--- src/rtl/nibble_alu_arbiter_pkg.sv ---
// Shared types and constants for the nibble-serial add/subtract service.
package nibble_alu_pkg;

    localparam int NIBBLE_W = 4;

    typedef enum logic [1:0] {
        IDLE = 2'd0,
        EXEC = 2'd1,
        RESP = 2'd2
    } state_t;

    typedef logic id_t;

endpackage

--- src/rtl/nibble_alu_arbiter_if.sv ---
// Request/response bundle between two requesters, one consumer and the arbiter.
interface nibble_alu_arbiter_if
    import nibble_alu_pkg::*;
#(
    parameter int NIBBLES = 2
);
    localparam int W = NIBBLE_W * NIBBLES;

    logic         req0_valid;
    logic         req0_ready;
    logic [W-1:0] req0_a;
    logic [W-1:0] req0_b;
    logic         req0_sub;

    logic         req1_valid;
    logic         req1_ready;
    logic [W-1:0] req1_a;
    logic [W-1:0] req1_b;
    logic         req1_sub;

    logic         rsp_valid;
    logic         rsp_ready;
    logic [W-1:0] rsp_sum;
    logic         rsp_cout;
    logic         rsp_ovf;
    id_t          rsp_id;

    modport master (
        output req0_valid, req0_a, req0_b, req0_sub,
        output req1_valid, req1_a, req1_b, req1_sub,
        output rsp_ready,
        input  req0_ready, req1_ready,
        input  rsp_valid, rsp_sum, rsp_cout, rsp_ovf, rsp_id
    );

    modport slave (
        input  req0_valid, req0_a, req0_b, req0_sub,
        input  req1_valid, req1_a, req1_b, req1_sub,
        input  rsp_ready,
        output req0_ready, req1_ready,
        output rsp_valid, rsp_sum, rsp_cout, rsp_ovf, rsp_id
    );

endinterface

--- src/rtl/nibble_alu_arbiter_adder.sv ---
// Combinational 4-bit ripple-carry adder built from per-bit full adders.
module nibble_adder
    import nibble_alu_pkg::*;
(
    input  logic [NIBBLE_W-1:0] a,
    input  logic [NIBBLE_W-1:0] b,
    input  logic                cin,
    output logic [NIBBLE_W-1:0] s,
    output logic                cout
);

    logic [NIBBLE_W:0] c;

    assign c[0] = cin;

    for (genvar i = 0; i < NIBBLE_W; i++) begin : g_fa
        assign s[i]   = a[i] ^ b[i] ^ c[i];
        assign c[i+1] = (a[i] & b[i]) | (c[i] & (a[i] ^ b[i]));
    end

    assign cout = c[NIBBLE_W];

endmodule

--- src/rtl/nibble_alu_arbiter.sv ---
// Round-robin arbiter plus nibble-serial add/subtract controller on one shared adder.
module nibble_alu_arbiter
    import nibble_alu_pkg::*;
#(
    parameter int NIBBLES = 2
)(
    input  logic                 clk,
    input  logic                 rst_n,
    nibble_alu_arbiter_if.slave  bus
);

    localparam int W     = NIBBLE_W * NIBBLES;
    localparam int NIB_W = (NIBBLES > 1) ? $clog2(NIBBLES) : 1;
    localparam logic [NIB_W-1:0] LAST_NIB = NIB_W'(NIBBLES - 1);

    state_t state;
    state_t state_nxt;

    logic [NIBBLES-1:0][NIBBLE_W-1:0] a_q;
    logic [NIBBLES-1:0][NIBBLE_W-1:0] b_q;
    logic [NIBBLES-1:0][NIBBLE_W-1:0] sum_q;
    logic [NIB_W-1:0]                 nib_q;
    logic                             carry_q;
    logic                             cout_q;
    logic                             ovf_q;
    id_t                              id_q;
    id_t                              last_id_q;

    id_t           grant;
    logic          idle;
    logic          accept;
    logic [W-1:0]  a_sel;
    logic [W-1:0]  b_sel;
    logic          sub_sel;
    logic [NIBBLE_W-1:0] add_s;
    logic          add_cout;
    logic          last_nib;

    // Contention goes to whoever was not served last; otherwise the lone requester.
    always_comb begin
        grant = 1'b0;
        if (bus.req0_valid && bus.req1_valid)
            grant = ~last_id_q;
        else
            grant = bus.req1_valid;
    end

    assign idle   = (state == IDLE) && rst_n;
    assign accept = idle && (bus.req0_valid || bus.req1_valid);

    assign bus.req0_ready = idle && bus.req0_valid && (grant == 1'b0);
    assign bus.req1_ready = idle && bus.req1_valid && (grant == 1'b1);

    assign a_sel   = grant ? bus.req1_a   : bus.req0_a;
    assign b_sel   = grant ? bus.req1_b   : bus.req0_b;
    assign sub_sel = grant ? bus.req1_sub : bus.req0_sub;

    assign last_nib = (nib_q == LAST_NIB);

    nibble_adder u_adder (
        .a    (a_q[nib_q]),
        .b    (b_q[nib_q]),
        .cin  (carry_q),
        .s    (add_s),
        .cout (add_cout)
    );

    always_comb begin
        state_nxt = state;
        case (state)
            IDLE:    if (accept)        state_nxt = EXEC;
            EXEC:    if (last_nib)      state_nxt = RESP;
            RESP:    if (bus.rsp_ready) state_nxt = IDLE;
            default:                    state_nxt = IDLE;
        endcase
    end

    always_ff @(posedge clk) begin
        if (!rst_n) begin
            state     <= IDLE;
            a_q       <= '0;
            b_q       <= '0;
            sum_q     <= '0;
            nib_q     <= '0;
            carry_q   <= 1'b0;
            cout_q    <= 1'b0;
            ovf_q     <= 1'b0;
            id_q      <= 1'b0;
            last_id_q <= 1'b1;
        end else begin
            state <= state_nxt;
            case (state)
                IDLE: begin
                    if (accept) begin
                        // Subtraction as A + ~B + 1: invert B here and seed the carry.
                        a_q       <= a_sel;
                        b_q       <= b_sel ^ {W{sub_sel}};
                        carry_q   <= sub_sel;
                        nib_q     <= '0;
                        id_q      <= grant;
                        last_id_q <= grant;
                    end
                end
                EXEC: begin
                    sum_q[nib_q] <= add_s;
                    carry_q      <= add_cout;
                    if (last_nib) begin
                        nib_q  <= '0;
                        cout_q <= add_cout;
                        ovf_q  <= (a_q[NIBBLES-1][NIBBLE_W-1] == b_q[NIBBLES-1][NIBBLE_W-1]) &&
                                  (add_s[NIBBLE_W-1] != a_q[NIBBLES-1][NIBBLE_W-1]);
                    end else begin
                        nib_q <= nib_q + NIB_W'(1);
                    end
                end
                default: ;
            endcase
        end
    end

    assign bus.rsp_valid = (state == RESP);
    assign bus.rsp_sum   = sum_q;
    assign bus.rsp_cout  = cout_q;
    assign bus.rsp_ovf   = ovf_q;
    assign bus.rsp_id    = id_q;

endmodule

--- src/flat_wrapper.sv ---
// flat-port wrapper written by rule: the top's interface ports become plain ports
module nibble_alu_arbiter_flat import nibble_alu_pkg::*;
#(
    parameter int NIBBLES = 2
)
  (clk, rst_n, bus_req0_valid, bus_req0_a, bus_req0_b, bus_req0_sub, bus_req1_valid, bus_req1_a, bus_req1_b, bus_req1_sub, bus_rsp_ready, bus_req0_ready, bus_req1_ready, bus_rsp_valid, bus_rsp_sum, bus_rsp_cout, bus_rsp_ovf, bus_rsp_id);
  nibble_alu_arbiter_if #(.NIBBLES(NIBBLES)) bus_i ();
  input  logic clk;
  input  logic rst_n;
  input wire logic [$bits(bus_i.req0_valid)-1:0] bus_req0_valid;
  input wire logic [$bits(bus_i.req0_a)-1:0] bus_req0_a;
  input wire logic [$bits(bus_i.req0_b)-1:0] bus_req0_b;
  input wire logic [$bits(bus_i.req0_sub)-1:0] bus_req0_sub;
  input wire logic [$bits(bus_i.req1_valid)-1:0] bus_req1_valid;
  input wire logic [$bits(bus_i.req1_a)-1:0] bus_req1_a;
  input wire logic [$bits(bus_i.req1_b)-1:0] bus_req1_b;
  input wire logic [$bits(bus_i.req1_sub)-1:0] bus_req1_sub;
  input wire logic [$bits(bus_i.rsp_ready)-1:0] bus_rsp_ready;
  output wire logic [$bits(bus_i.req0_ready)-1:0] bus_req0_ready;
  output wire logic [$bits(bus_i.req1_ready)-1:0] bus_req1_ready;
  output wire logic [$bits(bus_i.rsp_valid)-1:0] bus_rsp_valid;
  output wire logic [$bits(bus_i.rsp_sum)-1:0] bus_rsp_sum;
  output wire logic [$bits(bus_i.rsp_cout)-1:0] bus_rsp_cout;
  output wire logic [$bits(bus_i.rsp_ovf)-1:0] bus_rsp_ovf;
  output wire logic [$bits(bus_i.rsp_id)-1:0] bus_rsp_id;
  assign bus_i.req0_valid = bus_req0_valid;
  assign bus_i.req0_a = bus_req0_a;
  assign bus_i.req0_b = bus_req0_b;
  assign bus_i.req0_sub = bus_req0_sub;
  assign bus_i.req1_valid = bus_req1_valid;
  assign bus_i.req1_a = bus_req1_a;
  assign bus_i.req1_b = bus_req1_b;
  assign bus_i.req1_sub = bus_req1_sub;
  assign bus_i.rsp_ready = bus_rsp_ready;
  assign bus_req0_ready = bus_i.req0_ready;
  assign bus_req1_ready = bus_i.req1_ready;
  assign bus_rsp_valid = bus_i.rsp_valid;
  assign bus_rsp_sum = bus_i.rsp_sum;
  assign bus_rsp_cout = bus_i.rsp_cout;
  assign bus_rsp_ovf = bus_i.rsp_ovf;
  assign bus_rsp_id = bus_i.rsp_id;
  nibble_alu_arbiter #(.NIBBLES(NIBBLES)) u_core (.clk(clk), .rst_n(rst_n), .bus(bus_i));
endmodule
--- config.mk ---
export PLATFORM = sky130hd
export DESIGN_NAME = nibble_alu_arbiter_flat
export DESIGN_NICKNAME = d
export VERILOG_FILES = /design/src/rtl/nibble_alu_arbiter_pkg.sv /design/src/rtl/nibble_alu_arbiter_if.sv /design/src/rtl/nibble_alu_arbiter_adder.sv /design/src/rtl/nibble_alu_arbiter.sv /design/src/flat_wrapper.sv
export SDC_FILE = /design/constraint.sdc
export NUM_CORES = 1
export LEC_CHECK = 0
export ABC_AREA = 1
export ABC_CLOCK_PERIOD_IN_PS = 2900
export CELL_PAD_IN_SITES_DETAIL_PLACEMENT = 2
export CELL_PAD_IN_SITES_GLOBAL_PLACEMENT = 2
export CORE_MARGIN = 2
export CORE_UTILIZATION = 26
export CTS_BUF_LIST = sky130_fd_sc_hd__clkbuf_4 sky130_fd_sc_hd__clkbuf_8
export DETAILED_ROUTE_END_ITERATION = 12
export PLACE_DENSITY = 0.86
export SETUP_SLACK_MARGIN = 0.15
export SLEW_MARGIN = 20
export SYNTH_ARGS = -nofsm -noshare
export SYNTH_HDL_FRONTEND = slang
export SYNTH_SLANG_ARGS = --single-unit
--- constraint.sdc ---
create_clock -name clk -period 2.9 [get_ports clk]
set_input_delay 0.725 -clock clk [delete_from_list [all_inputs] [get_ports clk]]
set_output_delay 0.725 -clock clk [all_outputs]
set_load 0.01 [all_outputs]
==> results of run 1 <==
## path summary, 6_finish.rpt
kind / slack, ps / endpoint / depth (start not counted) / startpoint
worst max register to register: 370 / u_core.bus.rsp_ovf$_SDFFE_PN0P_ / 15 / u_core.last_nib$_SDFFE_PN0P_
worst min-delay path: 460 / u_core.bus.rsp_sum[1]$_SDFFE_PN0P_ / 2 / u_core.bus.rsp_sum[1]$_SDFFE_PN0P_
worst min register to register: 460 / u_core.bus.rsp_sum[1]$_SDFFE_PN0P_ / 2 / u_core.bus.rsp_sum[1]$_SDFFE_PN0P_
worst max-delay path: 290 / bus_req0_ready / 6 / bus_req0_valid
## placed cells by master, fill, tap and decap left out, types with 4 or more instances in the layout
master,n
a21oi_1,15
o21ai_0,9
nand2_1,74
buf_4,11
o211a_1,8
o21a_1,4
dfxtp_1,31
clkbuf_8,6
nand3b_1,5
nor2_1,7
nand3_1,37
clkdlybuf4s50_1,50
inv_1,35
nand2_2,4
## cell families after synthesis
logic type	count (synthesis)	share of synthesized area (%)
buffers and inverters	49	12.7
AND/OR/NAND/NOR	136	34.3
AO/OA/AOI/OAI	38	13.2
flip-flops	32	34.9
adder cells (fa/ha/maj)	4	4.36
multiplexers	1	0.545
## Yosys cell counts
library cell  instances
o211a_1               8
nor2_1                7
buf_2                 2
nand2_1              75
mux2i_1               1
nor2_2                2
o21a_1                4
nor3_1                1
nor2_4                1
buf_6                 4
o21ai_0              10
nand3_1              37
a21oi_1              15
fa_1                  4
inv_2                 2
nand2_4               2
inv_1                36
nand3_2               3
dfxtp_1              32
buf_4                 2
nand3b_1              5
clkbuf_1              2
nand2_2               3
o211ai_1              1
clkbuf_8              1
## routing by layer
metal | vias to the layer above | part of all wire, %
met5 | - | 0
met3 | 14 | 3.0
met1 | 886 | 43
li1 | 948 | -
met4 | 0 | 3.3
met2 | 42 | 51
## flip-flops by register name, summed over array words and instances, names as in the netlist
register and count:
u_core.state 2, u_core.carry_q 1, u_core.bus.rsp_id 1, u_core.bus.rsp_sum 8
u_core.last_nib 1, u_core.a_q 8, u_core.last_id_q 1, u_core.b_q 8
u_core.bus.rsp_cout 1, u_core.bus.rsp_ovf 1
## per-stage QoR
step / hold slack, ps / worst slack, ps / TNS (ps)
final: 462 / 293 / 0
after CTS: 470 / 188 / 0
after detailed placement: 460 / -40.3 / -40.3
after global placement: 458 / 19.5 / 0
after global routing: 484 / 181 / 0
after floorplan: 429 / 322 / 0
## where the power goes
| group | leakage (nW) | total [mW] | switching (mW) | internal [mW] |
|---|---|---|---|---|
| sequential | 0.263 | 0.500 | 0.0234 | 0.476 |
| combinational | 0.901 | 0.336 | 0.179 | 0.157 |
| clock | 0.0523 | 0.373 | 0.161 | 0.212 |
| total | 1.22 | 1.21 | 0.364 | 0.845 |
## worst min-delay path, delay by kind of cell, from the launching register on
kind	cells	cell delay [ps]
and+or+nand+nor	1	60
AOI/OAI and AO/OA	1	50
DFF	1	310
## timing repair
item                                    4_1_cts  5_1_grt
endpoints found under the setup margin        4        2
pin swaps                                     0        1
resized for setup                             4        4
setup buffers                                 0        3
## layout make-up
class                   count  share of cell area (%)
flip-flops and latches     32                    25.0
well taps                  96                    4.66
repair buffers             64                    23.5
inverters                  38                    5.53
multi-input cells         179                    37.6
clock buffers               8                    3.78
==> results.json, run 1 <==
{
  "synth.net_count": 303,
  "slew-limit-headroom_pct": 72.5,
  "final_area_sq_um": 2580,
  "syn_inst": 260,
  "die_h_microns": 88.1,
  "slew_violations": 0,
  "path_buf_inv": 3,
  "cp_slowest_cell": "clkdlybuf4s50_1",
  "grt_first_pass_wirelength_mm": 9.51,
  "drive_above_1_share_pct": 11.5,
  "fill_cells": 829,
  "multi_input_area_sq_um": 968,
  "hp-class": "register to register",
  "antenna_found_initial": 0,
  "met1_usage_pct": 17.4,
  "io_pins": 53,
  "start_util_pct": 26.9,
  "die_area_sq_um": 7760,
  "yosysTopAreaCell": "dfxtp_1",
  "max_clock_freq_mhz": 384,
  "crit_fanout": 4,
  "numClockSinks": 32,
  "crit_path_end_kind": "output pin",
  "grtUsageMet2_pct": 28.7,
  "route.detailed.drc": 0,
  "grt_remaining_overflow": 0,
  "clk_pin_slew_ps": 60,
  "power.density_nw_per_um2": 469,
  "core_sq_um": 6830,
  "final_nets": 363,
  "ir_drop_mv": 0.152,
  "grt_busiest_layer": "met2",
  "yosys_warnings": 0,
  "synthTopCellsByArea": "dfxtp_1, nand2_1, nand3_1",
  "path_class": "input pin to output pin",
  "clock_latency_ps": 280,
  "cts_tree": "done",
  "cts-buffers-inserted": 5,
  "use_met3_pct": 2.92,
  "avgSynthCellArea_sq_um": 7.07,
  "port_buffers": 52,
  "vias_per_cell": 4.53,
  "dr_total_vias": 1890,
  "insertedDiodeCount": 0,
  "status": "finished clean",
  "rows": 30,
  "first_pass_iters": 3,
  "worstMarginPinSlew_ps": 413,
  "cts_hold_buf": 0,
  "clockBufferDepth": 2,
  "ys_seq_area_share_pct": 34.9,
  "placed_area_sq_um": 2450,
  "wirelength_mm": 5.70,
  "regArea_sq_um": 644,
  "htree_levels": 2,
  "wl_per_cell_microns": 13.7,
  "skew_ps": 5.41,
  "placed_cells": 406,
  "slowest_delay_ps": 510,
  "final_core_util_pct": 37.7,
  "drv_cap": 0,
  "p_leak_nw": 1.22,
  "die_width_microns": 88.1,
  "grt_pass1_vias": 2061,
  "final_hold_viol_count": 0,
  "worstPathArrival_ps": 1880,
  "synth_top_area_share_pct": 34.9,
  "drt_iter0_drc": 55,
  "crit_required_ps": 2170,
  "cp-start-kind": "input pin",
  "cts_root_buffer": "clkbuf_8",
  "dp.final_hpwl_mm": 4.35,
  "synth.cell_area_sq_um": 1840,
  "syn_to_final_growth_pct": 40.3,
  "layout_min_cycle_time_ps": 2610,
  "timing.final.crit_share_pct": 89.9,
  "ys_ff_latch": 32,
  "crit_family": "buffers and inverters",
  "power.total_mw": 1.21,
  "grt_max_degree": 31,
  "yosysUniqueCellTypes": 25,
  "ant_nets": 0,
  "fin_cells": 417,
  "grtUsageTotal_pct": 15.5,
  "crit_path_cell_trace": "clkdlybuf4s50_1 -> nand2_1 -> nand2_2 -> inv_2 -> nor3_1 -> dlygate4sd2_1",
  "setup_viol": 0,
  "gp_congestion": 0.769,
  "rsz0062_at_grt": "no"
}
Note: power is estimated with default switching activity, not from simulation.
==> inputs of run 2 (changes only) <==
CELL_PAD_IN_SITES_DETAIL_PLACEMENT = 0   (was 2)
CELL_PAD_IN_SITES_GLOBAL_PLACEMENT = 1   (was 2)
CORE_UTILIZATION = 34   (was 26)
MAX_ROUTING_LAYER = met4   (was unset)
==> run 2 against run 1 <==
Effect of this change: via count decreased by 6.5%; fmax increased by 1.2%; combinational power decreased by 5%; clock skew decreased by 2.4 ps; routed wire length decreased by 30%; cell area decreased by 2.3%; critical path depth unchanged; register-to-register slack got worse by 20 ps; power decreased by 8.5%; core utilization increased by 11 points; clock-buffer cell count decreased by 3; highest routed layer unchanged; die area decreased by 23%.
==> results.json, run 2 (synthesized netlist as in run 1, its figures left out) <==
{
  "drv_cap": 0,
  "crit_path_cell_trace": "clkdlybuf4s50_1 -> nand2_1 -> nand2_1 -> inv_2 -> nor3_1 -> dlygate4sd2_1",
  "p_leak_nw": 1.20,
  "first_pass_iters": 4,
  "status": "finished clean",
  "ant_nets": 0,
  "tns_ps": 0,
  "io_pins": 53,
  "cts_hold_buf": 0,
  "clk_pin_slew_ps": 60,
  "grt_max_degree": 22,
  "grt_remaining_overflow": 0,
  "slew_violations": 0,
  "wl_per_cell_microns": 10.2,
  "max_clock_freq_mhz": 388,
  "crit_fanout": 4,
  "slew-limit-headroom_pct": 76.1,
  "clockBufferDepth": 2,
  "die_width_microns": 77.5,
  "placed_area_sq_um": 2440,
  "cts-buffers-inserted": 5,
  "final_cell_mix": "nand2_1, clkdlybuf4s50_1, nand3_1",
  "power.total_mw": 1.11,
  "final_hold_viol_count": 0,
  "dr_total_vias": 1767,
  "skew_ps": 2.98,
  "route.detailed.drc": 0,
  "path_class": "input pin to output pin",
  "crit_required_ps": 2170,
  "syn_to_final_growth_pct": 37.1,
  "cp-start-kind": "input pin",
  "setup_viol": 0,
  "cp_slowest_cell": "clkdlybuf4s50_1",
  "crit_top_cell": "nand2_1",
  "worstMarginPinSlew_ps": 359,
  "cts_tree": "done",
  "grt_pass1_vias": 1540,
  "layout_min_cycle_time_ps": 2580,
  "path_buf_inv": 3,
  "drive_above_1_share_pct": 10.3,
  "wirelength_mm": 3.98,
  "placed_cells": 382,
  "gp_congestion": 0.776,
  "rsz0062_at_grt": "no",
  "crit_path_end_kind": "output pin",
  "dp.final_hpwl_mm": 3.17,
  "rows": 26,
  "antenna_found_initial": 0,
  "hp-class": "register to register",
  "cts_root_buffer": "clkbuf_8",
  "power.density_nw_per_um2": 439,
  "timing.final.crit_share_pct": 88.9,
  "fin_cells": 389,
  "final_area_sq_um": 2520,
  "vias_per_cell": 4.54,
  "worstPathArrival_ps": 1850,
  "start_util_pct": 35.5,
  "grt_first_pass_wirelength_mm": 6.80,
  "final_common_cell": "nand2_1",
  "whs_ps": 462,
  "crit_family": "buffers and inverters",
  "htree_levels": 2,
  "insertedDiodeCount": 0,
  "final_nets": 364,
  "drt_iter0_drc": 77,
  "slowest_delay_ps": 480,
  "grtUsageTotal_pct": 14.4,
  "port_buffers": 52,
  "ir_drop_mv": 0.154,
  "clock_latency_ps": 270,
  "die_h_microns": 77.5,
  "die_area_sq_um": 6010,
  "core_sq_um": 5170,
  "numClockSinks": 32
}
==> run 2: changes by cell type in the layout (fill, tap and decap cells not counted) <==
cell and change:
clkbuf_4 -2, buf_4 +1, clkbuf_8 -1, fa_1 +1
fa_2 -1, nand2_1 +1, nand2_2 -1
==> run 2: layout make-up <==
cell class,count,area [sq um]
clock buffers,5,68.8
fillers,537,2650
inverters,38,143
multi-input cells,179,963
flip-flops and latches,32,644
well taps,70,87.6
repair buffers,65,613
==> run 2: final timing paths <==
path | from | end | slack (ps) | cells after the start
hold reg to reg | u_core.bus.rsp_cout$_SDFFE_PN0P_ | u_core.bus.rsp_cout$_SDFFE_PN0P_ | 460 | 2
hold / removal | u_core.bus.rsp_cout$_SDFFE_PN0P_ | u_core.bus.rsp_cout$_SDFFE_PN0P_ | 460 | 2
setup reg to reg | u_core.last_nib$_SDFFE_PN0P_ | u_core.bus.rsp_ovf$_SDFFE_PN0P_ | 350 | 14
setup / recovery | bus_req0_valid | bus_req0_ready | 320 | 6
==> run 2: tightest hold or removal path, stage by stage, from the launching register on <==
cell     delay, ps
dfxtp_1        310
nand2_1         60
a21oi_1         50
==> run 2: per-stage QoR <==
| stage | utilization, % | worst slack (ps) |
|---|---|---|
| CTS | 48.4 | 176 |
| global placement | 47.1 | 50.2 |
| detailed placement | 47.1 | 43.1 |
| floorplan | - | 322 |
| global route | 48.7 | 174 |
| finish | 48.7 | 323 |
==> run 2: routing by layer <==
layer	vias up	wire length, microns	track usage, %
met5	-	0	-
li1	952	-	-
met1	772	2000	17.8
met3	5	162	3.60
met4	0	53	5.36
met2	38	1770	22.7
==> run 2: timing repair <==
item,4_1_cts,5_1_grt
hold endpoints to repair,0,0
endpoints found under the setup margin,2,2
resized for setup,2,4
buffers inserted,0,2
pin swaps,0,1
==> run 2: where the power goes <==
group / total [mW] / switching, mW / internal (mW)
clock: 0.292 / 0.138 / 0.154
combinational: 0.318 / 0.162 / 0.156
sequential: 0.497 / 0.0201 / 0.477
total: 1.11 / 0.320 / 0.787
==> inputs of run 3 (changes only) <==
MAX_ROUTING_LAYER = unset   (was met4)
==> run 3 against run 2 <==
Effect of this change: worst hold slack about the same; die area unchanged; clock skew about the same; register-to-register slack about the same; clock-buffer cell count unchanged; clock power about the same.
==> results.json, run 3 (synthesized netlist as in run 1, its figures left out) <==
{
  "ir_drop_mv": 0.154,
  "antenna_found_initial": 0,
  "grt_first_pass_wirelength_mm": 6.79,
  "cts_tree": "done",
  "rsz0062_at_grt": "no",
  "ant_nets": 0,
  "first_pass_iters": 4,
  "crit_path_end_kind": "output pin",
  "slowest_delay_ps": 480,
  "grt_max_degree": 22,
  "gp_congestion": 0.766,
  "syn_to_final_growth_pct": 37.1,
  "insertedDiodeCount": 0,
  "wl_per_cell_microns": 10.3,
  "grtUsageTotal_pct": 14.0,
  "setup_viol": 0,
  "p_leak_nw": 1.20,
  "die_width_microns": 77.5,
  "crit_required_ps": 2170,
  "route.detailed.drc": 0,
  "layout_min_cycle_time_ps": 2580,
  "grt_pass1_vias": 1541,
  "wirelength_mm": 3.99,
  "die_area_sq_um": 6010,
  "vias_per_cell": 4.54,
  "final_nets": 364,
  "port_buffers": 52,
  "io_pins": 53,
  "slew-limit-headroom_pct": 76.1,
  "start_util_pct": 35.5,
  "cp_slowest_cell": "clkdlybuf4s50_1",
  "worstPathArrival_ps": 1850,
  "cts_hold_buf": 0,
  "drive_above_1_share_pct": 10.3,
  "status": "finished clean",
  "die_h_microns": 77.5,
  "cts-buffers-inserted": 5,
  "clockBufferDepth": 2,
  "final_common_cell": "nand2_1",
  "final_cell_mix": "nand2_1, clkdlybuf4s50_1, nand3_1",
  "final_hold_viol_count": 0,
  "numClockSinks": 32,
  "crit_path_cell_trace": "clkdlybuf4s50_1 -> nand2_1 -> nand2_1 -> inv_2 -> nor3_1 -> dlygate4sd2_1",
  "crit_top_cell": "nand2_1",
  "cts_root_buffer": "clkbuf_8",
  "max_clock_freq_mhz": 388,
  "htree_levels": 2,
  "tns_ps": 0,
  "path_class": "input pin to output pin",
  "timing.final.crit_share_pct": 88.9,
  "crit_fanout": 4,
  "core_sq_um": 5170,
  "power.total_mw": 1.11,
  "power.density_nw_per_um2": 439,
  "clk_pin_slew_ps": 60,
  "skew_ps": 2.99,
  "grt_remaining_overflow": 0,
  "rows": 26,
  "dp.final_hpwl_mm": 3.17,
  "dr_total_vias": 1767,
  "hp-class": "register to register",
  "cp-start-kind": "input pin",
  "drv_cap": 0,
  "clock_latency_ps": 270,
  "worstMarginPinSlew_ps": 359,
  "slew_violations": 0,
  "drt_iter0_drc": 78
}
-- run 3: stage by stage --
| stage | area [sq um] | hold slack (ps) | setup slack, ps | util (%) | instances |
|---|---|---|---|---|---|
| finish | 2520 | 462 | 323 | 48.7 | 389 |
| global route | 2520 | 471 | 174 | 48.7 | 389 |
| CTS | 2500 | 464 | 176 | 48.4 | 387 |
| floorplan | 1840 | 429 | 322 | - | 260 |
| global placement | 2440 | 454 | 50.2 | 47.1 | 382 |
| detailed placement | 2440 | 454 | 43.1 | 47.1 | 382 |
-- run 3: routing by layer --
layer	GRT usage [%]	wire length, microns	up-vias
met5	0	0	-
met3	3.72	171	5
li1	-	-	952
met4	5.36	54	0
met2	22.7	1770	38
met1	17.7	1990	772
-- run 3: final timing paths --
kind | startpoint | end | slack, ps | cells past startpoint
worst min-delay path | u_core.bus.rsp_cout$_SDFFE_PN0P_ | u_core.bus.rsp_cout$_SDFFE_PN0P_ | 460 | 2
worst min register to register | u_core.bus.rsp_cout$_SDFFE_PN0P_ | u_core.bus.rsp_cout$_SDFFE_PN0P_ | 460 | 2
worst max register to register | u_core.last_nib$_SDFFE_PN0P_ | u_core.bus.rsp_ovf$_SDFFE_PN0P_ | 350 | 14
worst max-delay path | bus_req0_valid | bus_req0_ready | 320 | 6
-- run 3: timing repair --
action,CTS,global route
pin swaps,0,1
endpoints found under the setup margin,2,2
setup buffers,0,2
gates cloned,0,0
gates resized for setup,2,4
-- run 3: power by group --
| part | leakage (nW) | internal, mW | switching (mW) | total [mW] |
|---|---|---|---|---|
| Clock | 0.0359 | 0.154 | 0.138 | 0.292 |
| Sequential | 0.263 | 0.477 | 0.0201 | 0.497 |
| Combinational | 0.906 | 0.156 | 0.162 | 0.318 |
| Total | 1.20 | 0.787 | 0.320 | 1.11 |
-- run 3: area by class of cell --
cell class	instances	area [sq um]
tap	70	87.6
inverter	38	143
timing repair buffer	65	613
clock buffer	5	68.8
sequential	32	644
multi-input combinational	179	963
fill	537	2650
-- run 3: critical path, delay by kind of cell --
kind	cells	cell delay [ps]
buffers and inverters	3	820
AND/OR/NAND/NOR	3	310
